`config.mk`:
```
export PLATFORM = sky130hd
export DESIGN_NAME = addsub_ripple_carry_pipelined
export DESIGN_NICKNAME = d
export VERILOG_FILES = /design/src/rtl/addsub_ripple_carry_pipelined.sv
export SDC_FILE = /design/constraint.sdc
export NUM_CORES = 1
export LEC_CHECK = 0
export CAP_MARGIN = 20
export CORE_ASPECT_RATIO = 0.5
export CORE_MARGIN = 2
export CORE_UTILIZATION = 40
export CTS_CLUSTER_SIZE = 16
export DETAILED_ROUTE_END_ITERATION = 16
export PLACE_DENSITY = 0.65
export SYNTH_ARGS = -nofsm -noshare
export SYNTH_HDL_FRONTEND = slang
export SYNTH_SLANG_ARGS = --single-unit
```
`constraint.sdc`:
```
create_clock -name clock -period 6.84 [get_ports clock]
set_input_delay 1.71 -clock clock [delete_from_list [all_inputs] [get_ports clock]]
set_output_delay 1.71 -clock clock [all_outputs]
set_load 0.05 [all_outputs]
```
`src/rtl/addsub_ripple_carry_pipelined.sv`:
```
// Pipelined ripple-carry adder-subtractor with valid/ready flow control.
// The WORD_WIDTH-bit operation is cut into STAGES slices of SW bits. Each slice
// is added in its own stage, and the slice carry is registered between stages.
// Upper operand slices travel with the beat until their stage is reached.
// Lower result slices ride along in the stage's result register, so the full
// word comes out aligned.
//
// Ports:
//   clock, reset_n        clock and asynchronous active-low reset
//   in_valid / in_ready   operand beat handshake (in_ready is combinational)
//   sub, cin              0: a + b + cin, 1: a + ~b + cin
//   dataa, datab          signed operands
//   out_valid / out_ready result beat handshake
//   result, cout          sum modulo 2^WORD_WIDTH and carry out of the MSB
//   overflow              signed overflow (carry into MSB ^ carry out of MSB)
module addsub_ripple_carry_pipelined #(
    parameter int unsigned WORD_WIDTH = 36,
    parameter int unsigned STAGES     = 2
) (
    input  logic                  clock,
    input  logic                  reset_n,
    input  logic                  in_valid,
    output logic                  in_ready,
    input  logic                  sub,
    input  logic                  cin,
    input  logic [WORD_WIDTH-1:0] dataa,
    input  logic [WORD_WIDTH-1:0] datab,
    output logic                  out_valid,
    input  logic                  out_ready,
    output logic [WORD_WIDTH-1:0] result,
    output logic                  cout,
    output logic                  overflow
);

    localparam int unsigned SW   = WORD_WIDTH / STAGES;
    localparam int unsigned LAST = STAGES - 1;

    if (STAGES < 1 || STAGES > WORD_WIDTH || (WORD_WIDTH % STAGES) != 0) begin : g_bad_params
        $error("WORD_WIDTH must be a multiple of STAGES, with 1 <= STAGES <= WORD_WIDTH");
    end

    // The whole pipe moves as one. It holds only when a result is waiting and is refused.
    logic advance;
    assign advance  = !out_valid || out_ready;
    assign in_ready = advance;

    for (genvar k = 0; k < STAGES; k++) begin : g_stage
        // Operand bits still unconsumed when the beat reaches this stage
        localparam int unsigned AW = WORD_WIDTH - k * SW;

        logic                  v_in;
        logic                  c_in;
        logic                  sub_in;
        logic [AW-1:0]         a_src;
        logic [AW-1:0]         b_src;
        logic [WORD_WIDTH-1:0] r_in;
        logic [SW-1:0]         b_eff;
        logic [SW-1:0]         sum;
        logic                  c_out;
        logic [WORD_WIDTH-1:0] r_next;
        logic                  v_q;
        logic                  c_q;
        logic [WORD_WIDTH-1:0] r_q;

        // Stage 0 takes the input port. Later stages take the previous stage's registers.
        if (k == 0) begin : g_src
            assign v_in   = in_valid;
            assign c_in   = cin;
            assign sub_in = sub;
            assign a_src  = dataa;
            assign b_src  = datab;
            assign r_in   = '0;
        end else begin : g_src
            assign v_in   = g_stage[k-1].v_q;
            assign c_in   = g_stage[k-1].c_q;
            assign sub_in = g_stage[k-1].g_fwd.sub_q;
            assign a_src  = g_stage[k-1].g_fwd.a_q;
            assign b_src  = g_stage[k-1].g_fwd.b_q;
            assign r_in   = g_stage[k-1].r_q;
        end

        // SW-bit slice add. The new sum is merged above the slices already computed.
        always_comb begin
            b_eff          = b_src[SW-1:0] ^ {SW{sub_in}};
            {c_out, sum}   = {1'b0, a_src[SW-1:0]} + {1'b0, b_eff} + {{SW{1'b0}}, c_in};
            r_next         = r_in;
            r_next[k*SW +: SW] = sum;
        end

        // Valid, carry and partial-result registers for this stage
        always_ff @(posedge clock or negedge reset_n) begin
            if (!reset_n) begin
                v_q <= 1'b0;
                c_q <= 1'b0;
                r_q <= '0;
            end else if (advance) begin
                v_q <= v_in;
                c_q <= c_out;
                r_q <= r_next;
            end
        end

        // Skew buffer: the operand slices not yet added, plus sub, go on to later stages
        if (k < LAST) begin : g_fwd
            logic [AW-SW-1:0] a_q;
            logic [AW-SW-1:0] b_q;
            logic             sub_q;

            always_ff @(posedge clock or negedge reset_n) begin
                if (!reset_n) begin
                    a_q   <= '0;
                    b_q   <= '0;
                    sub_q <= 1'b0;
                end else if (advance) begin
                    a_q   <= a_src[AW-1:SW];
                    b_q   <= b_src[AW-1:SW];
                    sub_q <= sub_in;
                end
            end
        end

        // Final slice: recover the carry into the MSB from the MSB sum bit
        if (k == LAST) begin : g_ovf
            logic msb_cin;
            logic ovf_q;

            assign msb_cin = sum[SW-1] ^ a_src[SW-1] ^ b_eff[SW-1];

            always_ff @(posedge clock or negedge reset_n) begin
                if (!reset_n) begin
                    ovf_q <= 1'b0;
                end else if (advance) begin
                    ovf_q <= msb_cin ^ c_out;
                end
            end
        end
    end

    assign out_valid = g_stage[LAST].v_q;
    assign result    = g_stage[LAST].r_q;
    assign cout      = g_stage[LAST].c_q;
    assign overflow  = g_stage[LAST].g_ovf.ovf_q;

endmodule
```
==> impl_metrics.env, run 1 <==
export IMPL_status="finished, final reports clean"
export IMPL_leakage_nw=3.42
export IMPL_vias_per_cell=4.79
export IMPL_finalHoldViolCount=0
export IMPL_cpMaxStageDelayCell="clkdlybuf4s50_1"
export IMPL_dp_hpwl_um=8690
export IMPL_port_buffers=117
export IMPL_fp_dieH_um=87.4
export IMPL_power_total_mw=2.57
export IMPL_cts_resized_gates=0
export IMPL_drtIter0Drc=233
export IMPL_timing_final_ws_setup_ns=2.02
export IMPL_globalplace_congestion=0.766
export IMPL_r2r_slack_ns=3.63
export IMPL_synth_seq_cells=96
export IMPL_max_freq_ghz=0.208
export IMPL_fin_tns_setup_ns=0
export IMPL_hold_path_startpoint="g_stage[0].v_q"
export IMPL_synth_cells=624
export IMPL_detail_route_antenna_nets=0
export IMPL_switching_share_pct=42.7
export IMPL_setup_viol=0
export IMPL_p_per_area_nw_per_um2=356
export IMPL_cts_sinks=96
export IMPL_drive_gt1_share_pct=4.89
export IMPL_crit_required_ns=5.13
export IMPL_ys_flop_type="dfrtp_1"
export IMPL_rsz0062_at_grt="no"
export IMPL_finalCritPeriodShare_pct=70.4
export IMPL_place_area_um2=6910
export IMPL_reg2reg_depth=12
export IMPL_insertion_delay_ns=0.34
export IMPL_seqPwrFrac_pct=31.8
export IMPL_nNetsFinal=847
export IMPL_period_minus_slack_ns=4.82
export IMPL_initial_core_util_pct=41.0
export IMPL_grt_use_total_pct=17.0
export IMPL_p_clk_share_pct=19.4
export IMPL_via_count=4443
export IMPL_min_path_type="reg -> reg"
export IMPL_pre_cts_slack_ns=1.69
export IMPL_synth_area_um2=5570
export IMPL_syn_nets=740
export IMPL_crit_fanout=2
export IMPL_core_area_um2=13600
export IMPL_hold_buffers=0
export IMPL_synth_edf_count=0
export IMPL_p_comb_share_pct=48.8
export IMPL_grt_max_degree=102
export IMPL_io_pins=118
export IMPL_fin_skew_ns=0.0106
export IMPL_wire_per_inst_um=12.9
export IMPL_postLayoutCellArea_um2=7210
export IMPL_antenna_cells=0
export IMPL_overflow=0
export IMPL_r2r_start="g_stage[0].g_fwd.sub_q"
export IMPL_die_w_um=171
export IMPL_drv_slew=0
export IMPL_drc=0
export IMPL_hold_end="g_stage[0].v_q"
export IMPL_cts_buffer_depth=2
export IMPL_rows=30
export IMPL_yosys_warnings=0
export IMPL_maxCapViolCount=0
export IMPL_dpl_cell_count=912
export IMPL_cp_data_arrival_time_ns=3.11
export IMPL_endpoint_kind="output port"
export IMPL_p_sw_mw=1.10
export IMPL_rr_endpoint="overflow"
export IMPL_cts_tree="built"
export IMPL_ys_seq_area_share_pct=43.1
export IMPL_async_flop_share_pct=100
export IMPL_cts_buffers=9
export IMPL_syn_area_per_cell_um2=8.92
export IMPL_relSlewSlack_pct=32.4
export IMPL_cts_root_buf="clkbuf_16"
export IMPL_antenna_found_initial=0
export IMPL_grt_pass1_vias=4264
export IMPL_cpMostUsedCell="clkdlybuf4s50_1"
export IMPL_die_area_um2=14900
export IMPL_hold_depth=2
export IMPL_htree_levels=3
export IMPL_finalNonFillerCells=928
export IMPL_cts_setup_buffers=0
export IMPL_cp_buffers_inverters=3
export IMPL_syn_to_final_growth_pct=29.4
export IMPL_path_clk_slew_ns=0.07
export IMPL_first_pass_iters=6
export IMPL_startpoint_type="input pin"
export IMPL_crit_chain="clkdlybuf4s50_1, nor2b_4, inv_2, clkdlybuf4s50_1"
export IMPL_crit_type="in -> out"
export IMPL_final_core_util_pct=53.0
export IMPL_crit_family="buffers and inverters"
export IMPL_wl_um=12000
export IMPL_p_int_mw=1.47
export IMPL_synth_cell_types=56
export IMPL_irDropWorstVdd_v=0.000117
export IMPL_whs_ns=0.463
export IMPL_grt_pass1_wl_um=20300
export IMPL_worst_slew_pin_slew_ns=1.01
export IMPL_slowest_delay_ns=0.79
final cells by class:
cell class / instances / area [um2]
clock buffers: 10 / 239
clock inverters: 6 / 60.1
fillers: 1302 / 6380
inverters: 16 / 60.1
multi-input cells: 486 / 3000
flip-flops and latches: 96 / 2400
well taps: 192 / 240
repair buffers: 122 / 1210
placed cells by master (no fill, tap or decap), types with 2 or more instances in the layout:
master,instances
nand2b_1,4
a31oi_1,5
o2111a_1,2
o311ai_1,2
clkdlybuf4s50_1,116
clkinv_4,2
o21ai_1,5
nor3_1,5
inv_1,15
clkbuf_16,9
buf_4,6
o21ai_2,2
a21oi_1,35
o21ai_0,21
and3_1,2
ha_1,34
a21o_1,12
a21boi_1,2
o21a_1,5
nor2b_1,3
nor2_1,36
xor2_1,50
a211oi_2,2
xnor2_1,10
o21bai_1,4
o31ai_1,6
nand2_1,200
fa_1,4
nand4_1,2
inv_8,3
dfrtp_1,96
nor3b_1,3
nand3_1,4
nand4b_1,4
state kept, by name (all words and copies together) (netlist names):
register,flops
cout,1
g_stage.c_q,1
g_stage.g_fwd.a_q,18
g_stage.g_fwd.b_q,18
g_stage.g_fwd.sub_q,1
g_stage.r_q,18
g_stage.v_q,1
out_valid,1
overflow,1
result,36
synthesized netlist by cell type (5+ instances only):
library cell	count	area, um2
o21ai_1	5	25.0
a21o_1	12	90.1
inv_1	15	56.3
ha_1	34	425
a21oi_1	35	175
clkbuf_1	18	67.6
a31oi_1	5	31.3
o21a_1	5	37.5
dfrtp_1	96	2400
nor3_1	5	25.0
nand2_1	200	751
o31ai_1	6	45.0
nor2_1	36	135
xor2_1	50	438
o21ai_0	21	105
xnor2_1	10	87.6
cells by family (layout without fill, tap and decap cells):
kind of cell | after synthesis | in the layout | share of synthesized area (%)
compound gates | 118 | 118 | 14.9
buf+inv | 42 | 154 | 3.17
fa+ha+maj | 38 | 38 | 9.08
mux | 1 | 1 | 0.180
xor+xnor | 60 | 60 | 9.44
flops | 96 | 96 | 43.1
simple gates | 269 | 269 | 20.1
how the worst max path moves through the flow:
stage	slack, ns	endpoint	startpoint	cells past startpoint
2_1_floorplan	2.35	g_stage[0].r_q[14]	sub	12
3_3_place_gp	1.84	g_stage[0].r_q[16]	sub	13
3_5_place_dp	1.69	g_stage[0].r_q[16]	sub	13
4_1_cts	2.01	in_ready	out_ready	4
5_1_grt	1.75	g_stage[0].r_q[16]	sub	13
6_report	2.02	in_ready	out_ready	4
worst min-delay path, stage by stage, from the launching register on:
cell and delay (ns):
dfrtp_1 0.34, nand2_1 0.05, nand2_1 0.05
power by group through the flow:
| stage | combinational, mW | clock (mW) | sequential, mW |
|---|---|---|---|
| floorplan | 0.569 | 0 | 1.14 |
| global placement | 1.24 | 0 | 0.828 |
| detailed placement | 1.27 | 0 | 0.830 |
| CTS | 1.27 | 0.514 | 0.820 |
| global route | 1.37 | 0.538 | 0.840 |
| finish | 1.25 | 0.497 | 0.817 |
layer usage:
layer / global-route usage, % / routed length, um / vias up
met5: 0 / 0 / -
met4: 4.16 / 106 / 0
met3: 2.82 / 374 / 9
met2: 27.9 / 5420 / 81
met1: 23.8 / 6050 / 2060
li1: - / - / 2293
Power figures use the tool's default switching activity.
==> run 2, diff against run 1 <==
Clock period 6.84 ns to 4.7 ns, I/O delays scaled along.
==> impl_metrics.env, run 2 (synthesis results as in run 1) <==
export IMPL_status="finished, final reports clean"
export IMPL_postLayoutCellArea_um2=7230
export IMPL_power_total_mw=3.78
export IMPL_crit_fanout=3
export IMPL_setup_viol=0
export IMPL_antenna_found_initial=0
export IMPL_dpl_cell_count=912
export IMPL_layout_area_seq_um2=2400
export IMPL_insertion_delay_ns=0.34
export IMPL_multiInputGateArea_um2=3000
export IMPL_globalplace_congestion=0.782
export IMPL_p_clk_share_pct=20.3
export IMPL_antenna_cells=0
export IMPL_initial_core_util_pct=41.0
export IMPL_seqPwrFrac_pct=31.5
export IMPL_drv_slew=0
export IMPL_relSlewSlack_pct=33.9
export IMPL_pre_cts_slack_ns=0.497
export IMPL_place_area_um2=6920
export IMPL_drc=0
export IMPL_overflow=0
export IMPL_final_core_util_pct=53.2
export IMPL_vias_per_cell=4.74
export IMPL_reg2reg_depth=12
export IMPL_cts_tree="built"
export IMPL_grt_use_total_pct=17.0
export IMPL_path_clk_slew_ns=0.08
export IMPL_dp_hpwl_um=8640
export IMPL_rr_endpoint="overflow"
export IMPL_finalNonFillerCells=928
export IMPL_whs_ns=0.458
export IMPL_cts_buffer_depth=2
export IMPL_cp_startpoint="datab[0]"
export IMPL_die_w_um=171
export IMPL_cts_resized_gates=0
export IMPL_die_area_um2=14900
export IMPL_cts_root_buf="clkbuf_16"
export IMPL_io_pins=118
export IMPL_leakage_nw=3.43
export IMPL_first_pass_iters=4
export IMPL_cts_setup_buffers=0
export IMPL_hold_end="g_stage[0].v_q"
export IMPL_detail_route_antenna_nets=0
export IMPL_p_sw_mw=1.59
export IMPL_syn_to_final_growth_pct=29.8
export IMPL_hold_depth=2
export IMPL_hold_buffers=0
export IMPL_via_count=4398
export IMPL_cp_data_arrival_time_ns=4.11
export IMPL_r2r_start="g_stage[0].g_fwd.sub_q"
export IMPL_most_common_layout_cells="nand2_1 (200), clkdlybuf4s50_1 (115), dfrtp_1 (96)"
export IMPL_timing_final_ws_setup_ns=0.824
export IMPL_wl_um=12100
export IMPL_crit_required_ns=4.93
export IMPL_grt_max_degree=102
export IMPL_htree_levels=3
export IMPL_maxCapViolCount=0
export IMPL_grt_pass1_vias=4225
export IMPL_final_common_cell="nand2_1"
export IMPL_crit_type="in -> reg"
export IMPL_finalHoldViolCount=0
export IMPL_p_int_mw=2.19
export IMPL_max_freq_ghz=0.258
export IMPL_fill_cells=1326
export IMPL_fin_skew_ns=0.0122
export IMPL_cts_buffers=9
export IMPL_rsz0062_at_grt="no"
export IMPL_fp_dieH_um=87.4
export IMPL_startpoint_type="input pin"
export IMPL_cts_sinks=96
export IMPL_period_minus_slack_ns=3.88
export IMPL_port_buffers=117
export IMPL_irDropWorstVdd_v=0.000209
export IMPL_switching_share_pct=42.1
export IMPL_p_comb_share_pct=48.2
export IMPL_p_per_area_nw_per_um2=523
export IMPL_drive_gt1_share_pct=5.03
export IMPL_drtIter0Drc=178
export IMPL_fin_tns_setup_ns=0
export IMPL_largest_reg_flops=36
export IMPL_grt_pass1_wl_um=20300
export IMPL_nNetsFinal=847
export IMPL_hold_path_startpoint="g_stage[0].v_q"
export IMPL_r2r_slack_ns=1.32
export IMPL_core_area_um2=13600
export IMPL_endpoint_kind="register"
export IMPL_finalCritPeriodShare_pct=82.5
export IMPL_rows=30
export IMPL_worst_slew_pin_slew_ns=0.992
export IMPL_wire_per_inst_um=13.0
export IMPL_min_path_type="reg -> reg"
run 2: per-layer routing:
layer / GRT usage (%) / wire [um] / vias up
li1: - / - / 2302
met1: 23.9 / 6280 / 2028
met2: 27.8 / 5470 / 59
met3: 2.86 / 285 / 9
met4: 3.78 / 78 / 0
met5: 0 / 0 / -
run 2: power groups by stage:
| stage | logic (mW) | registers, mW | clock network (mW) |
|---|---|---|---|
| global placement | 1.81 | 1.21 | 0 |
| CTS | 1.84 | 1.20 | 0.793 |
| finish | 1.82 | 1.19 | 0.768 |
| floorplan | 0.828 | 1.66 | 0 |
| detailed placement | 1.83 | 1.21 | 0 |
| global route | 1.99 | 1.22 | 0.822 |
run 2: how the worst max path moves through the flow:
stage                              end  slack, ns  cells past startpoint
floorplan           g_stage[0].r_q[14]       0.75                     12
global placement    g_stage[0].r_q[16]       0.51                     13
detailed placement  g_stage[0].r_q[16]       0.50                     13
CTS                 g_stage[0].r_q[16]       0.86                     13
global route        g_stage[0].r_q[16]       0.61                     13
finish              g_stage[0].r_q[16]       0.82                     13
run 2: critical path: stages:
cell             delay [ns]
clkdlybuf4s50_1        0.52
xor2_1                 0.33
fa_1                   0.26
inv_1                  0.05
fa_1                   0.39
nor2b_1                0.13
o21ai_1                0.08
a21boi_1               0.24
o31ai_1                0.12
a31oi_1                0.30
a31o_1                 0.25
and4_1                 0.20
nor3_1                 0.05
run 2: final cells by class:
type                            instances  area share (%)
Multi-Input combinational cell        486            41.5
Sequential cell                        96            33.2
Timing Repair Buffer                  122            16.8
Tap cell                              192            3.32
Clock buffer                           10            3.31
Clock inverter                          6            1.04
Inverter                               16           0.831
==> run 3, diff against run 2 <==
Clock period 4.7 ns to 3.8 ns, I/O delays scaled along.
==> impl_metrics.env, run 3 (synthesis results as in run 1) <==
export IMPL_status="finished, final reports clean"
export IMPL_die_w_um=171
export IMPL_cpMaxStageDelayCell="clkdlybuf4s50_1"
export IMPL_nNetsFinal=864
export IMPL_core_area_um2=13600
export IMPL_drtIter0Drc=176
export IMPL_cts_sinks=96
export IMPL_cp_buffers_inverters=2
export IMPL_leakage_nw=3.50
export IMPL_endpoint_kind="register"
export IMPL_grt_max_degree=102
export IMPL_initial_core_util_pct=41.0
export IMPL_grt_pass1_wl_um=21100
export IMPL_rows=30
export IMPL_grtUsageMet3_pct=3.23
export IMPL_io_pins=118
export IMPL_largest_reg_flops=36
export IMPL_whs_ns=0.459
export IMPL_startpoint_type="input pin"
export IMPL_min_path_type="reg -> reg"
export IMPL_hold_path_startpoint="g_stage[0].v_q"
export IMPL_wl_um=12300
export IMPL_hold_depth=2
export IMPL_path_clk_slew_ns=0.07
export IMPL_globalplace_congestion=0.794
export IMPL_first_pass_iters=4
export IMPL_wire_per_inst_um=13.1
export IMPL_maxCapViolCount=0
export IMPL_dp_hpwl_um=9020
export IMPL_antenna_cells=0
export IMPL_insertion_delay_ns=0.34
export IMPL_hold_buffers=0
export IMPL_cts_resized_gates=0
export IMPL_cts_buffer_depth=2
export IMPL_most_common_layout_cells="nand2_1 (200), clkdlybuf4s50_1 (115), dfrtp_1 (96)"
export IMPL_use_met1_pct=24.6
export IMPL_crit_chain="clkdlybuf4s50_1, xor2_1, fa_1, inv_1, fa_1, nor2b_1, o21ai_1, a21boi_1, o31ai_1, a31oi_1, a311oi_1, xor2_1, a21oi_1"
export IMPL_finalCritPeriodShare_pct=95.2
export IMPL_busiest_layer="met2"
export IMPL_p_per_area_nw_per_um2=630
export IMPL_slowest_delay_ns=0.52
export IMPL_rr_endpoint="overflow"
export IMPL_worst_slew_pin_slew_ns=0.956
export IMPL_grt_pass1_vias=4462
export IMPL_drc=0
export IMPL_drive_gt1_share_pct=7.17
export IMPL_die_area_um2=14900
export IMPL_syn_to_final_growth_pct=31.8
export IMPL_detail_route_antenna_nets=0
export IMPL_cp_data_arrival_time_ns=3.80
export IMPL_cts_tree="built"
export IMPL_irDropWorstVdd_v=0.000222
export IMPL_rsz0062_at_grt="no"
export IMPL_htree_levels=3
export IMPL_fin_tns_setup_ns=0
export IMPL_hold_end="g_stage[0].v_q"
export IMPL_crit_required_ns=3.98
export IMPL_antenna_found_initial=0
export IMPL_drv_slew=0
export IMPL_crit_fanout=3
export IMPL_timing_final_ws_setup_ns=0.181
export IMPL_r2r_start="g_stage[0].g_fwd.sub_q"
export IMPL_relSlewSlack_pct=36.2
export IMPL_setup_viol=0
export IMPL_fin_skew_ns=0.00605
export IMPL_reg2reg_depth=12
export IMPL_port_buffers=117
export IMPL_r2r_slack_ns=0.61
export IMPL_overflow=0
export IMPL_cts_setup_buffers=0
export IMPL_cts_root_buf="clkbuf_16"
export IMPL_fp_dieH_um=87.4
export IMPL_pre_cts_slack_ns=-0.185
export IMPL_power_total_mw=4.62
export IMPL_via_count=4489
export IMPL_use_met2_pct=29.4
export IMPL_final_common_cell="nand2_1"
export IMPL_grt_use_total_pct=17.7
export IMPL_finalHoldViolCount=0
export IMPL_cts_buffers=9
export IMPL_period_minus_slack_ns=3.62
export IMPL_max_freq_ghz=0.276
export IMPL_crit_type="in -> reg"
export IMPL_crit_family="compound AO/OA/AOI/OAI gates"
export IMPL_vias_per_cell=4.75
run 3: cell types whose count changed in the layout (fill, tap and decap cells not counted), sizes merged:
cell / change
inv: -2
clkinv: +2
buf: +17
clkinvlp: +1
bufinv: -1
run 3: routing by layer:
metal | vias up | share of wire (%)
li1 | 2333 | -
met1 | 2089 | 51
met2 | 59 | 46
met3 | 8 | 2.6
met4 | 0 | 0.65
met5 | - | 0
run 3: per-stage QoR:
stage               instances  instance area, um2  utilization, %
finish                    945                7340            54.0
global route              945                7340            54.0
CTS                       945                7340            54.0
detailed placement        929                7060            51.9
global placement          929                7060            51.9
floorplan                 624                5570               -
run 3: worst max path at each step:
stage | end | slack [ns] | start | cells after the start
floorplan | g_stage[0].r_q[14] | 0.07 | sub | 12
CTS | g_stage[0].r_q[14] | 0.17 | sub | 13
global route | g_stage[0].r_q[14] | 0.02 | sub | 13
global placement | g_stage[0].r_q[14] | -0.13 | sub | 13
finish | g_stage[0].r_q[14] | 0.18 | sub | 13
detailed placement | g_stage[0].r_q[14] | -0.18 | sub | 13
run 3: cell type report:
type / instances / area [um2]
repair buffers: 139 / 1360
inverters: 16 / 60.1
fillers: 1288 / 6250
well taps: 192 / 240
clock buffers: 10 / 239
flip-flops and latches: 96 / 2400
clock inverters: 6 / 42.5
multi-input cells: 486 / 3000
run 3: power breakdown:
part           total (mW)  switching [mW]  internal (mW)
clock network       0.858           0.395          0.463
logic                2.30            1.41          0.892
registers            1.47           0.164           1.31
total                4.62            1.96           2.66
run 3: worst min-delay path, cell delays in order (launching register included):
cell and delay (ns):
dfrtp_1 0.33, nand2_1 0.05, nand2_1 0.05
